--- src/rtl/term_cursor_engine.sv ---
// -----------------------------------------------------------------------------
// term_cursor_engine
//
// CPU-side controller for the VGA text terminal. Accepts writes to four
// registers (OUT, X, Y, ATTR) and turns characters written to OUT into
// framebuffer cell writes. It also handles cursor advance, line wrap,
// control characters, hardware scrolling (row offset) and line/screen clears.
//
// Ports
//   clk     : system clock, all logic on its rising edge
//   n_rst   : asynchronous active-low reset
//   addrin  : register select (0 OUT, 1 X, 2 Y, 3 ATTR)
//   datain  : register write data
//   inen    : one-cycle write strobe, sampled only while busy = 0
//   busy    : high while a framebuffer operation is in progress
//   fbx     : framebuffer column
//   fby     : framebuffer physical row
//   fbchar  : character to store
//   fbattr  : attribute to store
//   fbreq   : framebuffer write request
//   fback   : one-cycle framebuffer write acknowledge
//   scroll  : physical row shown at logical row 0
//   curx    : cursor column
//   cury    : cursor logical row
//
// Framebuffer handshake: fbreq rises with fbx/fby/fbchar/fbattr valid and
// holds them stable until a cycle where fback = 1 is sampled; that cycle
// completes exactly one cell write and fbreq is low in the following cycle.
// fback while fbreq = 0 is ignored. Each request is raised one cycle after
// its address is loaded, so there is always a one-cycle gap between cells.
// -----------------------------------------------------------------------------
module term_cursor_engine #(
    parameter int COLS  = 80,
    parameter int ROWS  = 30,
    parameter int ATTRW = 4,
    localparam int XW   = $clog2(COLS),
    localparam int YW   = $clog2(ROWS)
) (
    input  logic             clk,
    input  logic             n_rst,
    input  logic [1:0]       addrin,
    input  logic [7:0]       datain,
    input  logic             inen,
    output logic             busy,
    output logic [XW-1:0]    fbx,
    output logic [YW-1:0]    fby,
    output logic [7:0]       fbchar,
    output logic [ATTRW-1:0] fbattr,
    output logic             fbreq,
    input  logic             fback,
    output logic [YW-1:0]    scroll,
    output logic [XW-1:0]    curx,
    output logic [YW-1:0]    cury
);

    localparam logic [XW-1:0] X_MAX  = XW'(COLS - 1);
    localparam logic [YW-1:0] Y_MAX  = YW'(ROWS - 1);
    localparam logic [YW:0]   ROWS_W = (YW + 1)'(ROWS);
    localparam logic [7:0]    X_LIM  = 8'(COLS - 1);
    localparam logic [7:0]    Y_LIM  = 8'(ROWS - 1);

    localparam logic [7:0] CH_BS    = 8'h08;
    localparam logic [7:0] CH_LF    = 8'h0A;
    localparam logic [7:0] CH_FF    = 8'h0C;
    localparam logic [7:0] CH_CR    = 8'h0D;
    localparam logic [7:0] CH_SPACE = 8'h20;
    localparam logic [7:0] CH_DEL   = 8'h7F;

    localparam logic [1:0] REG_OUT  = 2'd0;
    localparam logic [1:0] REG_X    = 2'd1;
    localparam logic [1:0] REG_Y    = 2'd2;
    localparam logic [1:0] REG_ATTR = 2'd3;

    typedef enum logic [1:0] {
        IDLE    = 2'd0,
        PUTC    = 2'd1,
        CLRLINE = 2'd2,
        CLRALL  = 2'd3
    } state_t;

    state_t           state;
    logic [ATTRW-1:0] attr;

    // ------------------------------------------------------------------
    // Combinational helpers
    // ------------------------------------------------------------------
    logic [XW-1:0] x_clamp;
    logic [YW-1:0] y_clamp;
    logic [YW:0]   row_sum;
    logic [YW-1:0] phys_row;
    logic [YW-1:0] scroll_inc;
    logic          is_print;
    logic          ack;

    assign x_clamp = (datain > X_LIM) ? X_MAX : datain[XW-1:0];
    assign y_clamp = (datain > Y_LIM) ? Y_MAX : datain[YW-1:0];

    // Both cury and scroll are < ROWS, so their sum is < 2*ROWS and a
    // single conditional subtract gives the modulo.
    assign row_sum  = {1'b0, cury} + {1'b0, scroll};
    assign phys_row = (row_sum >= ROWS_W) ? YW'(row_sum - ROWS_W)
                                          : row_sum[YW-1:0];

    assign scroll_inc = (scroll == Y_MAX) ? '0 : scroll + YW'(1);

    // Printable: 0x20..0x7E and everything from 0x80 upwards.
    assign is_print = (datain >= CH_SPACE) && (datain != CH_DEL);

    // Only an acknowledge against an outstanding request counts.
    assign ack = fbreq && fback;

    // ------------------------------------------------------------------
    // Control FSM with registered outputs
    // ------------------------------------------------------------------
    always_ff @(posedge clk or negedge n_rst) begin
        if (!n_rst) begin
            state  <= IDLE;
            busy   <= 1'b0;
            curx   <= '0;
            cury   <= '0;
            scroll <= '0;
            attr   <= '0;
            fbreq  <= 1'b0;
            fbx    <= '0;
            fby    <= '0;
            fbchar <= '0;
            fbattr <= '0;
        end else begin
            case (state)
                IDLE: begin
                    if (inen) begin
                        case (addrin)
                            REG_X:    curx <= x_clamp;
                            REG_Y:    cury <= y_clamp;
                            REG_ATTR: attr <= datain[ATTRW-1:0];
                            REG_OUT: begin
                                if (is_print) begin
                                    fbx    <= curx;
                                    fby    <= phys_row;
                                    fbchar <= datain;
                                    fbattr <= attr;
                                    state  <= PUTC;
                                    busy   <= 1'b1;
                                end else if (datain == CH_CR) begin
                                    curx <= '0;
                                end else if (datain == CH_BS) begin
                                    if (curx != '0) begin
                                        curx <= curx - XW'(1);
                                    end
                                end else if (datain == CH_LF) begin
                                    curx <= '0;
                                    if (cury != Y_MAX) begin
                                        cury <= cury + YW'(1);
                                    end else begin
                                        // The new bottom physical row is
                                        // (ROWS-1 + scroll + 1) mod ROWS,
                                        // which is the current scroll.
                                        scroll <= scroll_inc;
                                        fbx    <= '0;
                                        fby    <= scroll;
                                        fbchar <= CH_SPACE;
                                        fbattr <= attr;
                                        state  <= CLRLINE;
                                        busy   <= 1'b1;
                                    end
                                end else if (datain == CH_FF) begin
                                    fbx    <= '0;
                                    fby    <= '0;
                                    fbchar <= CH_SPACE;
                                    fbattr <= attr;
                                    state  <= CLRALL;
                                    busy   <= 1'b1;
                                end
                            end
                            default: ;
                        endcase
                    end
                end

                PUTC: begin
                    if (!fbreq) begin
                        fbreq <= 1'b1;
                    end else if (ack) begin
                        fbreq <= 1'b0;
                        if (curx != X_MAX) begin
                            curx  <= curx + XW'(1);
                            state <= IDLE;
                            busy  <= 1'b0;
                        end else begin
                            curx <= '0;
                            if (cury != Y_MAX) begin
                                cury  <= cury + YW'(1);
                                state <= IDLE;
                                busy  <= 1'b0;
                            end else begin
                                // Wrap off the bottom: scroll and blank the
                                // row that becomes the new bottom line.
                                scroll <= scroll_inc;
                                fbx    <= '0;
                                fby    <= scroll;
                                fbchar <= CH_SPACE;
                                fbattr <= attr;
                                state  <= CLRLINE;
                            end
                        end
                    end
                end

                CLRLINE: begin
                    if (!fbreq) begin
                        fbreq <= 1'b1;
                    end else if (ack) begin
                        fbreq <= 1'b0;
                        if (fbx == X_MAX) begin
                            state <= IDLE;
                            busy  <= 1'b0;
                        end else begin
                            fbx <= fbx + XW'(1);
                        end
                    end
                end

                CLRALL: begin
                    if (!fbreq) begin
                        fbreq <= 1'b1;
                    end else if (ack) begin
                        fbreq <= 1'b0;
                        if (fbx == X_MAX) begin
                            fbx <= '0;
                            if (fby == Y_MAX) begin
                                fby    <= '0;
                                curx   <= '0;
                                cury   <= '0;
                                scroll <= '0;
                                state  <= IDLE;
                                busy   <= 1'b0;
                            end else begin
                                fby <= fby + YW'(1);
                            end
                        end else begin
                            fbx <= fbx + XW'(1);
                        end
                    end
                end

                default: begin
                    state <= IDLE;
                    busy  <= 1'b0;
                    fbreq <= 1'b0;
                end
            endcase
        end
    end

endmodule
--- config.mk ---
export PLATFORM = sky130hd
export DESIGN_NAME = term_cursor_engine
export DESIGN_NICKNAME = d
export VERILOG_FILES = /design/src/rtl/term_cursor_engine.sv
export SDC_FILE = /design/constraint.sdc
export NUM_CORES = 1
export LEC_CHECK = 0
export BUFFER_PORTS_ARGS = -buffer_cell sky130_fd_sc_hd__buf_2
export CORE_MARGIN = 2
export CORE_UTILIZATION = 58
export CTS_BUF_LIST = sky130_fd_sc_hd__clkbuf_16
export DETAILED_ROUTE_END_ITERATION = 10
export HOLD_SLACK_MARGIN = 0.06
export PLACE_DENSITY = 0.89
export SETUP_SLACK_MARGIN = 0.3
export SLEW_MARGIN = 25
export SYNTH_ARGS = -nofsm -noshare
export SYNTH_HDL_FRONTEND = slang
export SYNTH_SLANG_ARGS = --single-unit
--- constraint.sdc ---
create_clock -name clk -period 3.2 [get_ports clk]
set_input_delay 0.64 -clock clk [delete_from_list [all_inputs] [get_ports clk]]
set_output_delay 0.64 -clock clk [all_outputs]
set_load 0.01 [all_outputs]
== Word-level counts from Yosys, hierarchy flattened ==
Cells that the tools add are included.

* Word-level logic and storage cells: 231
* Output and inout bits: 43
* Bits in registers: 49
* Input bits: 14

* Mux-type cells: 145
* Equality and inequality tests: 46
* Add/sub/neg operators: 8
* Order comparisons: 4
* Reduce and logical (&&, ||, !) cells: 17

{| class="wikitable"
|+ Operators by type and width
! kind !! count
|-
| 2-to-1 mux 7 bit || 31
|-
| 2-to-1 mux 5 bit || 41
|-
| 2-to-1 mux 8 bit || 11
|-
| one-hot mux 5 bit (3 select lines) || 3
|-
| 2-to-1 mux 4 bit || 11
|-
| 2-to-1 mux 2 bit || 19
|-
| equality test 8 x 4 -> 1 bit (second input constant) || 4
|-
| inequality test 2 bit (second input constant) || 16
|-
| one-hot mux 7 bit (4 select lines) || 1
|-
| AND reduction 14 bit || 2
|-
| AND reduction 12 bit || 2
|-
| 2-to-1 mux 1 bit || 21
|-
| inequality test 3 bit (second input constant) || 7
|-
| one-hot mux 7 bit (3 select lines) || 1
|-
| one-hot mux 8 bit (2 select lines) || 1
|-
| AND reduction 16 bit || 1
|-
| adder 5 x 1 -> 5 bit (second input constant) || 3
|-
| inequality test 5 bit (second input constant) || 3
|-
| AND reduction 15 bit || 1
|-
| adder 7 x 1 -> 7 bit (second input constant) || 2
|-
| one-hot mux 7 bit (2 select lines) || 1
|-
| AND reduction 13 bit || 1
|-
| equality test 5 bit (second input constant) || 2
|-
| one-hot mux 5 bit (2 select lines) || 1
|-
| other kinds (26) || 34
|}

== Depth between registers and ports, before layout ==
Gate-level depths: netlist of run 1.

* Depth in word-level cells: 10
* Gate-level depth with buffers: 9
* Mapped depth without buffers: 8

== Worst setup path before layout of run 1 ==
No wires, ideal clock.

* Path type: input port to flip-flop
* Start: in datain[0]
* End: reg fbattr[2]
* Library setup time: 0.125 ns
* Arrival time: 2.266 ns
* Cell stages on the path: 7
* Path slack: 0.809 ns
* Data required time: 3.075 ns
* Cells stage by stage: clkbuf_2 -> or3b_1 -> or2_4 -> o211ai_4 -> nand4_2 -> buf_6 -> mux2_4

* Cells in the longest elaborated chain, start to end: 8
* Elaborated cells between the ends (all ways): 18
* Those cells by class: order compare (1); eq/ne (8); mux (7); reduce/logical (2)

{| class="wikitable"
|+ Ends and longest elaborated chain
! element !! line !! text
|-
| start: declaration || 42 || <nowiki>input logic [7:0] datain,</nowiki>
|-
| equality test 8 x 4 -> 1 bit || 150 || <nowiki>end else if (datain == CH_LF) begin</nowiki>
|-
| 2-to-1 mux 4 bit || 150 ||
|-
| 2-to-1 mux 4 bit || 146 || <nowiki>end else if (datain == CH_BS) begin</nowiki>
|-
| 2-to-1 mux 4 bit || 144 || <nowiki>end else if (datain == CH_CR) begin</nowiki>
|-
| 2-to-1 mux 4 bit || 137 || <nowiki>if (is_print) begin</nowiki>
|-
| 2-to-1 mux 4 bit || 132 || <nowiki>case (addrin)</nowiki>
|-
| 2-to-1 mux 4 bit || 131 || <nowiki>if (inen) begin</nowiki>
|-
| one-hot mux 4 bit (2 select lines) || 129 || <nowiki>case (state)</nowiki>
|-
| end signal: assignment || 141 || <nowiki>fbattr <= attr;</nowiki>
|-
| end signal: assignment || 162 || <nowiki>fbattr <= attr;</nowiki>
|-
| end signal: assignment || 170 || <nowiki>fbattr <= attr;</nowiki>
|-
| end: declaration || 48 || <nowiki>output logic [ATTRW-1:0] fbattr,</nowiki>
|}

Several ways; a longest one is shown, not always the timed one. The select of a mux whose other input is x is not followed.
A chain may end at the register's enable or synchronous reset.

== Worst setup path in the final report of run 1 ==
* Start: reg state[1]
* End: reg curx[6]

* Cells in the longest elaborated chain, start to end: 3
* Elaborated cells between the ends (all ways): 17
* Those cells by class: eq/ne (13); mux (1); reduce/logical (3)

{| class="wikitable"
|+ Ends and longest elaborated chain
! element !! line !! text
|-
| start: declaration || 81 || <nowiki>state_t state;</nowiki>
|-
| start signal: assignment || 117 || <nowiki>state <= IDLE;</nowiki>
|-
| start signal: assignment || 142 || <nowiki>state <= PUTC;</nowiki>
|-
| start signal: assignment || 163 || <nowiki>state <= CLRLINE;</nowiki>
|-
| logical NOT 2 bit (tied with other cells) || 129 ||
|-
| inequality test 5 bit (no source line) (tied with other cells) || - ||
|-
| AND reduction 12 bit (no source line) || - ||
|-
| end signal: assignment || 133 || <nowiki>REG_X: curx <= x_clamp;</nowiki>
|-
| end signal: assignment || 148 || <nowiki>curx <= curx - XW'(1);</nowiki>
|-
| end signal: assignment || 186 || <nowiki>curx <= curx + XW'(1);</nowiki>
|-
| end: declaration || 52 || <nowiki>output logic [XW-1:0] curx,</nowiki>
|}

Several ways; a longest one is shown, not always the timed one.

==> results_dict.tcl, run 1 <==
set metrics [dict create \
    grt_max_degree 50 \
    core_mm2 0.00628 \
    yosysTopAreaCellShare_pct 32.9 \
    io_pins 57 \
    setup_viol 0 \
    netlist_area_mm2 0.00373 \
    clock-sinks 49 \
    yosysTopAreaCell "dfrtp_1" \
    drtIter0Drc 540 \
    seq_area_frac_synth_pct 32.9 \
    grt_first_pass_wirelength_um 17800 \
    p_int_mw 2.10 \
    p_leak_nw 1.84 \
    fmax_mhz 374 \
    synth-main-ff-cell "dfrtp_1" \
    min_path_type "input pin to asynchronous set/reset pin" \
    swShare_pct 46.3 \
    die_w_um 84.2 \
    synthTopCellsByArea "dfrtp_1 (33%), ha_1 (5.4%), o21ai_0 (4.8%), nand2_1 (3.9%), nand3_1 (3.6%)" \
    wl_per_cell_um 19.3 \
    drc 0 \
    path_class "flip-flop to flip-flop" \
    detail-route-antenna-nets 0 \
    relSlewSlack_pct 58.6 \
    async_flop_share_pct 100 \
    clkLatencyLatePin_ns 0.29 \
    numPlacedInstances 549 \
    cap_violations 0 \
    synth_most_common_cell "dfrtp_1" \
    clk_root_buffer_cell "clkbuf_16" \
    globalRouteTotalUtil_pct 30.6 \
    peakVddDrop_v 0.000482 \
    fin_worst_skew_ns 0.00691 \
    synth_nets 464 \
    vias 3825 \
    dieArea_mm2 0.00709 \
    post_cts_resized 0 \
    cts_buffer_depth 2 \
    fin_nets 510 \
    drive_above_1_share_pct 19.2 \
    overflow 0 \
    rsz0062_at_grt "false" \
    clk_pin_slew_ns 0.07 \
    final_cells 557 \
    htree_levels 2 \
    comb_power_share_pct 51.2 \
    crit_fanout 18 \
    die_h_um 84.2 \
    wl_um 10700 \
    clkPwrFrac_pct 15.7 \
    power_density_mw_per_mm2 929 \
    fillerInstances 503 \
    area_growth_pct 12.8 \
    place.gp.congestion 0.961 \
    cts_made_buffers 5 \
    cp-start-kind "flip-flop" \
    syn_avg_cell_area_um2 8.62 \
    cts_tree "done" \
    io_buffers 56 \
    worstSetupEndpointType "flip-flop" \
    finalCritPeriodShare_pct 83.5 \
    yosysWarnings 0 \
    ys_ff_latch 49 \
    period_needed_ns 2.67 \
    syn_inst 433 \
    p_switching_mw 1.81 \
    grt_pass1_vias 3491 \
    slew_violations 0 \
    routed_via_density 6.87 \
    cts_hold_buf 0 \
    num_antenna_cells 0 \
    synth_cell_type_count 78 \
    antenna_found_initial 0 \
    worst_slew_pin_slew_ns 0.613 \
    synth-edff-count 0 \
    seqCellArea_mm2 0.00123 \
    hpwl_um 7920 \
    arrival_ns 2.82 \
    status "completed" \
    drt_first_pass_iters 5 \
    synthTopCellsByCount "dfrtp_1 (49), nand2_1 (39), o21ai_0 (36)" \
    p_seq_share_pct 33.1 \
    tns_ns 0 \
    hold_viol 0 \
    worstPathRequired_ns 3.35 \
    cts_setup_buffers 0 \
    placementRows 29 \
    multiInputGateArea_mm2 0.00234 \
    initial_core_util_pct 59.5 \
]
placed cells by master (no fill, tap or decap), types with 11 or more instances in the layout:
cell     Yosys  layout
a21oi_1     26      26
a22o_1      12      12
a31oi_1     11      11
buf_2        3      55
dfrtp_1     49      49
ha_1        16      16
inv_1       12      12
nand2_1     39      39
nand3_1     27      27
nor2_1      28      28
nor3_1      13      13
o21ai_0     36      36
worst paths after layout:
| kind | from | endpoint | slack (ns) | cells after the start |
|---|---|---|---|---|
| max | state[1] | curx[6] | 0.53 | 6 |
| min reg2reg | fbattr[2] | fbattr[2] | 0.51 | 1 |
| max reg2reg | state[1] | curx[6] | 0.53 | 6 |
| max in group asynchronous | n_rst | curx[5] | 2.43 | 1 |
| min | n_rst | fbx[5] | 0.36 | 1 |
| min in group clk | fbattr[2] | fbattr[2] | 0.51 | 1 |
through the flow:
| step | utilization (%) | cell area, um2 | worst slack, ns | total power [mW] | hold WS [ns] |
|---|---|---|---|---|---|
| 2_1_floorplan | - | 3730 | 0.809 | 2.61 | 0.344 |
| 4_1_cts | 67.1 | 4210 | 0.611 | 3.88 | 0.385 |
| 5_1_grt | 67.1 | 4210 | 0.425 | 4.18 | 0.419 |
| 6_report | 67.1 | 4210 | 0.528 | 3.91 | 0.357 |
| 3_5_place_dp | 64.3 | 4040 | 0.347 | 3.26 | 0.491 |
| 3_3_place_gp | 64.3 | 4040 | 0.486 | 3.17 | 0.483 |
power by group through the flow:
stage,sequential [mW],combinational (mW),clock (mW)
3_5_place_dp,1.30,1.96,0
3_3_place_gp,1.28,1.89,0
6_report,1.29,2.00,0.612
5_1_grt,1.34,2.20,0.638
4_1_cts,1.28,1.98,0.622
2_1_floorplan,1.24,1.37,0
cells by family after synthesis:
| family | count (synthesis) | share of synthesized area [%] |
|---|---|---|
| AOI/OAI and AO/OA | 149 | 27.6 |
| xor gates and xnor gates | 12 | 2.82 |
| adders and majority gates | 17 | 5.90 |
| buffers and inverters | 36 | 4.46 |
| DFF | 49 | 32.9 |
| muxes | 15 | 4.53 |
| and+or+nand+nor | 155 | 21.9 |
worst max-delay path, stage by stage (launching register included):
cell,delay (ns)
dfrtp_1,0.61
and2_0,0.39
nand2_1,0.26
o2111ai_1,0.18
or3_4,0.47
o41ai_1,0.47
o31ai_1,0.15
layout make-up:
class,instances,area share (%)
inverter,13,1.16
multi-input combinational,348,55.6
tap,77,2.29
sequential,49,29.1
clock inverter,3,1.10
timing repair buffer,62,7.79
clock buffer,5,2.97
per-layer routing:
metal  GRT usage (%)  vias to the layer above  wire [um]
met3            5.21                       39       1060
met4            10.9                        0        355
met1            45.3                     1786       4630
met2            45.2                      251       4690
met5               0                        -          0
li1                -                     1749          -
registers in the layout, summed over array words and instances (netlist names):
name    flops
attr        4
busy        1
curx        7
cury        5
fbattr      4
fbchar      8
fbreq       1
fbx         7
fby         5
scroll      5
state       2
(Power assumes the default switching activity.)
==> run 2, diff against run 1 <==
==> constraint.sdc (replaced) <==
create_clock -name clk -period 2.6 [get_ports clk]
set_input_delay 0.52 -clock clk [delete_from_list [all_inputs] [get_ports clk]]
set_output_delay 0.52 -clock clk [all_outputs]
set_load 0.01 [all_outputs]
==> results_dict.tcl, run 2 (synthesis results as in run 1) <==
set metrics [dict create \
    fin_nets 540 \
    rsz0062_at_grt "true" \
    wl_um 11700 \
    peakVddDrop_v 0.000626 \
    io_buffers 56 \
    final_cells 587 \
    max_flop_register "fbchar" \
    globalRouteTotalUtil_pct 32.2 \
    detail-route-antenna-nets 0 \
    wl_per_cell_um 19.9 \
    ff2ff_setup_slack_ns 0.23 \
    cts_tree "done" \
    power_density_mw_per_mm2 1140 \
    vias 4006 \
    timing.rr.start "cury[1]" \
    r2r_end "fby[4]" \
    clk_root_buffer_cell "clkbuf_16" \
    cts_buffer_depth 2 \
    crit_end "fby[4]" \
    top_usage_layer "met2" \
    swShare_pct 45.6 \
    cp-startpoint "cury[1]" \
    io_pins 57 \
    use_met1_pct 46.4 \
    use_met3_pct 5.21 \
    p_leak_nw 1.99 \
    routed_via_density 6.82 \
    fmax_mhz 422 \
    min_path_type "input pin to asynchronous set/reset pin" \
    cp-start-kind "flip-flop" \
    p_seq_share_pct 30.3 \
    drc 0 \
    area_growth_pct 22.6 \
    placementRows 29 \
    hold_slack_ns 0.215 \
    clkLatencyLatePin_ns 0.29 \
    hold_viol 0 \
    comb_power_share_pct 55.5 \
    numPlacedInstances 577 \
    grt_first_pass_wirelength_um 18600 \
    setup_viol 0 \
    drtIter0Drc 490 \
    cap_violations 0 \
    hpwl_um 8560 \
    clkPwrFrac_pct 14.2 \
    grt_max_degree 27 \
    initial_core_util_pct 59.5 \
    fin_worst_skew_ns 0.00858 \
    final_util_pct 72.9 \
    path_class "flip-flop to flip-flop" \
    antenna_found_initial 0 \
    place.gp.congestion 1.04 \
    arrival_ns 2.54 \
    die_h_um 84.2 \
    period_needed_ns 2.37 \
    drt_first_pass_iters 6 \
    die_w_um 84.2 \
    worstSetupEndpointType "flip-flop" \
    core_mm2 0.00628 \
    clock-sinks 49 \
    p_switching_mw 2.38 \
    worstPathRequired_ns 2.77 \
    drive_above_1_share_pct 28.2 \
    layout_commonest_cell "buf_2" \
    mostFrequentLayoutCells "buf_2 (56), dfrtp_1 (45), nand2_1 (39)" \
    tns_ns 0 \
    grt_pass1_vias 3724 \
    relSlewSlack_pct 60.9 \
    largest_register_ffs 8 \
    crit_fanout 7 \
    dieArea_mm2 0.00709 \
    overflow 0 \
    reg_top3 "fbchar x8, curx x7, fbx x7" \
    num_antenna_cells 0 \
    cts_hold_buf 0 \
    cts_made_buffers 5 \
    r2r_cells 7 \
    grt_util_met2_pct 48.6 \
    worst_slew_pin_slew_ns 0.584 \
    slew_violations 0 \
    status "completed" \
    finalCritPeriodShare_pct 91.2 \
    clk_pin_slew_ns 0.07 \
    p_int_mw 2.83 \
    htree_levels 2 \
]
[run 2: metal layers]
metal	vias to the layer above	routed length (um)
li1	1794	-
met1	1897	4570
met2	279	5430
met3	36	1340
met4	0	321
met5	-	0
[run 2: stage by stage]
step           area (um2)  setup slack, ns  total power [mW]
3_3_place_gp         4250            0.122              4.06
3_5_place_dp         4250           0.0589              4.16
5_1_grt              4580            0.116              5.54
6_report             4580            0.230              5.21
4_1_cts              4450            0.230              4.95
2_1_floorplan        3730            0.325              3.21
[run 2: timing repair]
item                       in CTS  in global routing
pin swaps                       1                  5
resized for setup               3                 27
setup buffers                   1                  1
setup endpoints to repair       9                 35
[run 2: worst max-delay path, stage by stage, from the launching register on]
cell and delay, ns:
dfrtp_1 0.48, ha_1 0.32, a21o_1 0.21, a21oi_1 0.30, xor2_1 0.39, nor4_1 0.10
a211oi_1 0.35, o2bb2ai_1 0.10
[run 2: how the worst min path moves through the flow]
stage / end / cells past startpoint / slack (ns) / from
floorplan: attr[0] / 0 / 0.22 / n_rst
global placement: fbchar[1] / 1 / 0.48 / fbchar[1]
detailed placement: fbchar[1] / 1 / 0.49 / fbchar[1]
CTS: fbx[2] / 2 / 0.23 / n_rst
global route: cury[3] / 2 / 0.26 / n_rst
finish: cury[3] / 2 / 0.21 / n_rst
[run 2: area by class of cell]
cell class,instances,area (um2)
tap,77,96.3
timing repair buffer,92,563
clock buffer,5,125
sequential,49,1230
clock inverter,3,41.3
inverter,13,52.6
multi-input combinational,348,2470
fill,462,1700
[run 2: power by group through the flow]
stage	Combinational (mW)	Sequential, mW	Clock (mW)
floorplan	1.69	1.52	0
global placement	2.54	1.53	0
detailed placement	2.61	1.55	0
CTS	2.67	1.54	0.745
global route	3.14	1.63	0.772
finish	2.89	1.58	0.738
==> run 3, diff against run 2 <==
==> constraint.sdc (replaced) <==
create_clock -name clk -period 2.6 [get_ports clk]
set_input_delay 0.13 -clock clk [delete_from_list [all_inputs] [get_ports clk]]
set_output_delay 0.13 -clock clk [all_outputs]
set_load 0.01 [all_outputs]
==> results_dict.tcl, run 3 (synthesis results as in run 1) <==
set metrics [dict create \
    cp-start-kind "flip-flop" \
    path_class "flip-flop to flip-flop" \
    dieArea_mm2 0.00709 \
    place.gp.congestion 0.987 \
    tns_ns 0 \
    detail-route-antenna-nets 0 \
    cts_tree "done" \
    final_area_mm2 0.00452 \
    hpwl_um 8130 \
    relSlewSlack_pct 57.4 \
    numPlacedInstances 565 \
    die_w_um 84.2 \
    arrival_ns 2.44 \
    clkLatencyLatePin_ns 0.30 \
    worstSetupEndpointType "flip-flop" \
    largest_register_ffs 8 \
    antenna_found_initial 0 \
    cts_made_buffers 5 \
    cap_violations 0 \
    fin_worst_skew_ns 0.00904 \
    core_mm2 0.00628 \
    rsz0062_at_grt "true" \
    worst_slew_pin_slew_ns 0.630 \
    wl_um 11900 \
    use_met3_pct 6.00 \
    max_flop_register "fbchar" \
    seqCellArea_mm2 0.00123 \
    p_leak_nw 1.96 \
    cpLargestDelayFamily "simple AND/OR/NAND/NOR gates" \
    finalCritPeriodShare_pct 86.6 \
    hold_slack_ns 0.166 \
    htree_levels 2 \
    slew_violations 0 \
    top_usage_layer "met2" \
    worstPathRequired_ns 2.79 \
    crit_fanout 10 \
    vias 4113 \
    use_met1_pct 43.4 \
    io_buffers 56 \
    die_h_um 84.2 \
    multiInputGateArea_mm2 0.00245 \
    place_area_mm2 0.00416 \
    num_antenna_cells 0 \
    reg_top3 "fbchar x8, curx x7, fbx x7" \
    hold_viol 0 \
    grt_util_met2_pct 52.5 \
    crit_path_max_incr_delay_ns 0.57 \
    layout_commonest_cell "buf_2" \
    min_path_type "input pin to flip-flop" \
    setup_viol 0 \
    status "completed" \
    area_growth_pct 21.1 \
    clk_pin_slew_ns 0.07 \
    clock-sinks 49 \
    drive_above_1_share_pct 28.0 \
    mostFrequentLayoutCells "buf_2 (55), dfrtp_1 (42), nand2_1 (39)" \
    cts_buffer_depth 2 \
    fmax_mhz 444 \
    fillerInstances 450 \
    overflow 0 \
    routed_via_density 7.08 \
    clk_root_buffer_cell "clkbuf_16" \
    final_cells 581 \
    wl_per_cell_um 20.5 \
    crit_chain "nor4_4, nand3_1, a221oi_1, or3_4, mux2_2" \
    placementRows 29 \
    peakVddDrop_v 0.000707 \
    drc 0 \
    grt_first_pass_wirelength_um 18800 \
    slowest_stage "dfrtp_1" \
    period_needed_ns 2.25 \
    fin_nets 534 \
    io_pins 57 \
    grt_max_degree 50 \
    drt_first_pass_iters 7 \
    initial_core_util_pct 59.5 \
    power_density_mw_per_mm2 1170 \
    grt_pass1_vias 3840 \
    drtIter0Drc 610 \
    critPathBufInv 0 \
    globalRouteTotalUtil_pct 32.7 \
]
run 3: power by group:
part / total [mW] / switching (mW) / internal [mW] / leakage (nW)
registers: 1.60 / 0.507 / 1.10 / 0.596
logic: 2.90 / 1.62 / 1.27 / 1.28
clock network: 0.772 / 0.316 / 0.456 / 0.0800
total: 5.27 / 2.44 / 2.83 / 1.96
run 3: worst register-to-register path: cells and delay by family, from the launching register on:
family,cells,cell delay (ns)
mux,1,0.34
simple gates,3,0.80
compound gates,1,0.42
flops,1,0.57
run 3: area by class of cell:
| cell class | count | share of cell area [%] |
|---|---|---|
| well taps | 77 | 2.13 |
| clock inverters | 3 | 1.02 |
| inverters | 13 | 1.16 |
| clock buffers | 5 | 2.77 |
| repair buffers | 86 | 11.3 |
| multi-input cells | 348 | 54.3 |
| flip-flops and latches | 49 | 27.3 |
run 3: worst paths after layout:
check / from / end / slack (ns) / cells past startpoint
min reg2reg: fbchar[3] / fbchar[3] / 0.50 / 1
max in group asynchronous: n_rst / fby[1] / 1.74 / 2
max reg2reg: curx[4] / curx[0] / 0.35 / 5
min in group asynchronous: n_rst / fbchar[0] / 0.39 / 2
max: curx[4] / curx[0] / 0.35 / 5
min: datain[7] / fbchar[7] / 0.17 / 2
run 3: layer usage:
metal | vias to the layer above | share of wire [%] | routed length [um]
met5 | - | 0 | 0
met4 | 0 | 4.0 | 476
met3 | 53 | 12 | 1430
met2 | 351 | 46 | 5470
met1 | 1920 | 38 | 4550
li1 | 1789 | - | -
run 3: stage by stage:
stage | total power, mW | setup slack, ns | utilization [%]
after detailed placement | 4.12 | 0.209 | 66.3
after global placement | 4.00 | 0.295 | 66.2
after floorplan | 3.21 | 0.325 | -
after CTS | 4.97 | 0.287 | 69.8
after global routing | 5.57 | 0.254 | 72.0
final | 5.27 | 0.349 | 72.0
run 3: repair_timing:
| item | in CTS | in global routing |
|---|---|---|
| setup buffers | 0 | 7 |
| pin swaps | 1 | 4 |
| hold buffers | 1 | 0 |
| gates resized for setup | 8 | 23 |
| endpoints found under the setup margin | 14 | 29 |
| cloned | 0 | 0 |
| hold endpoints to repair | 49 | 0 |
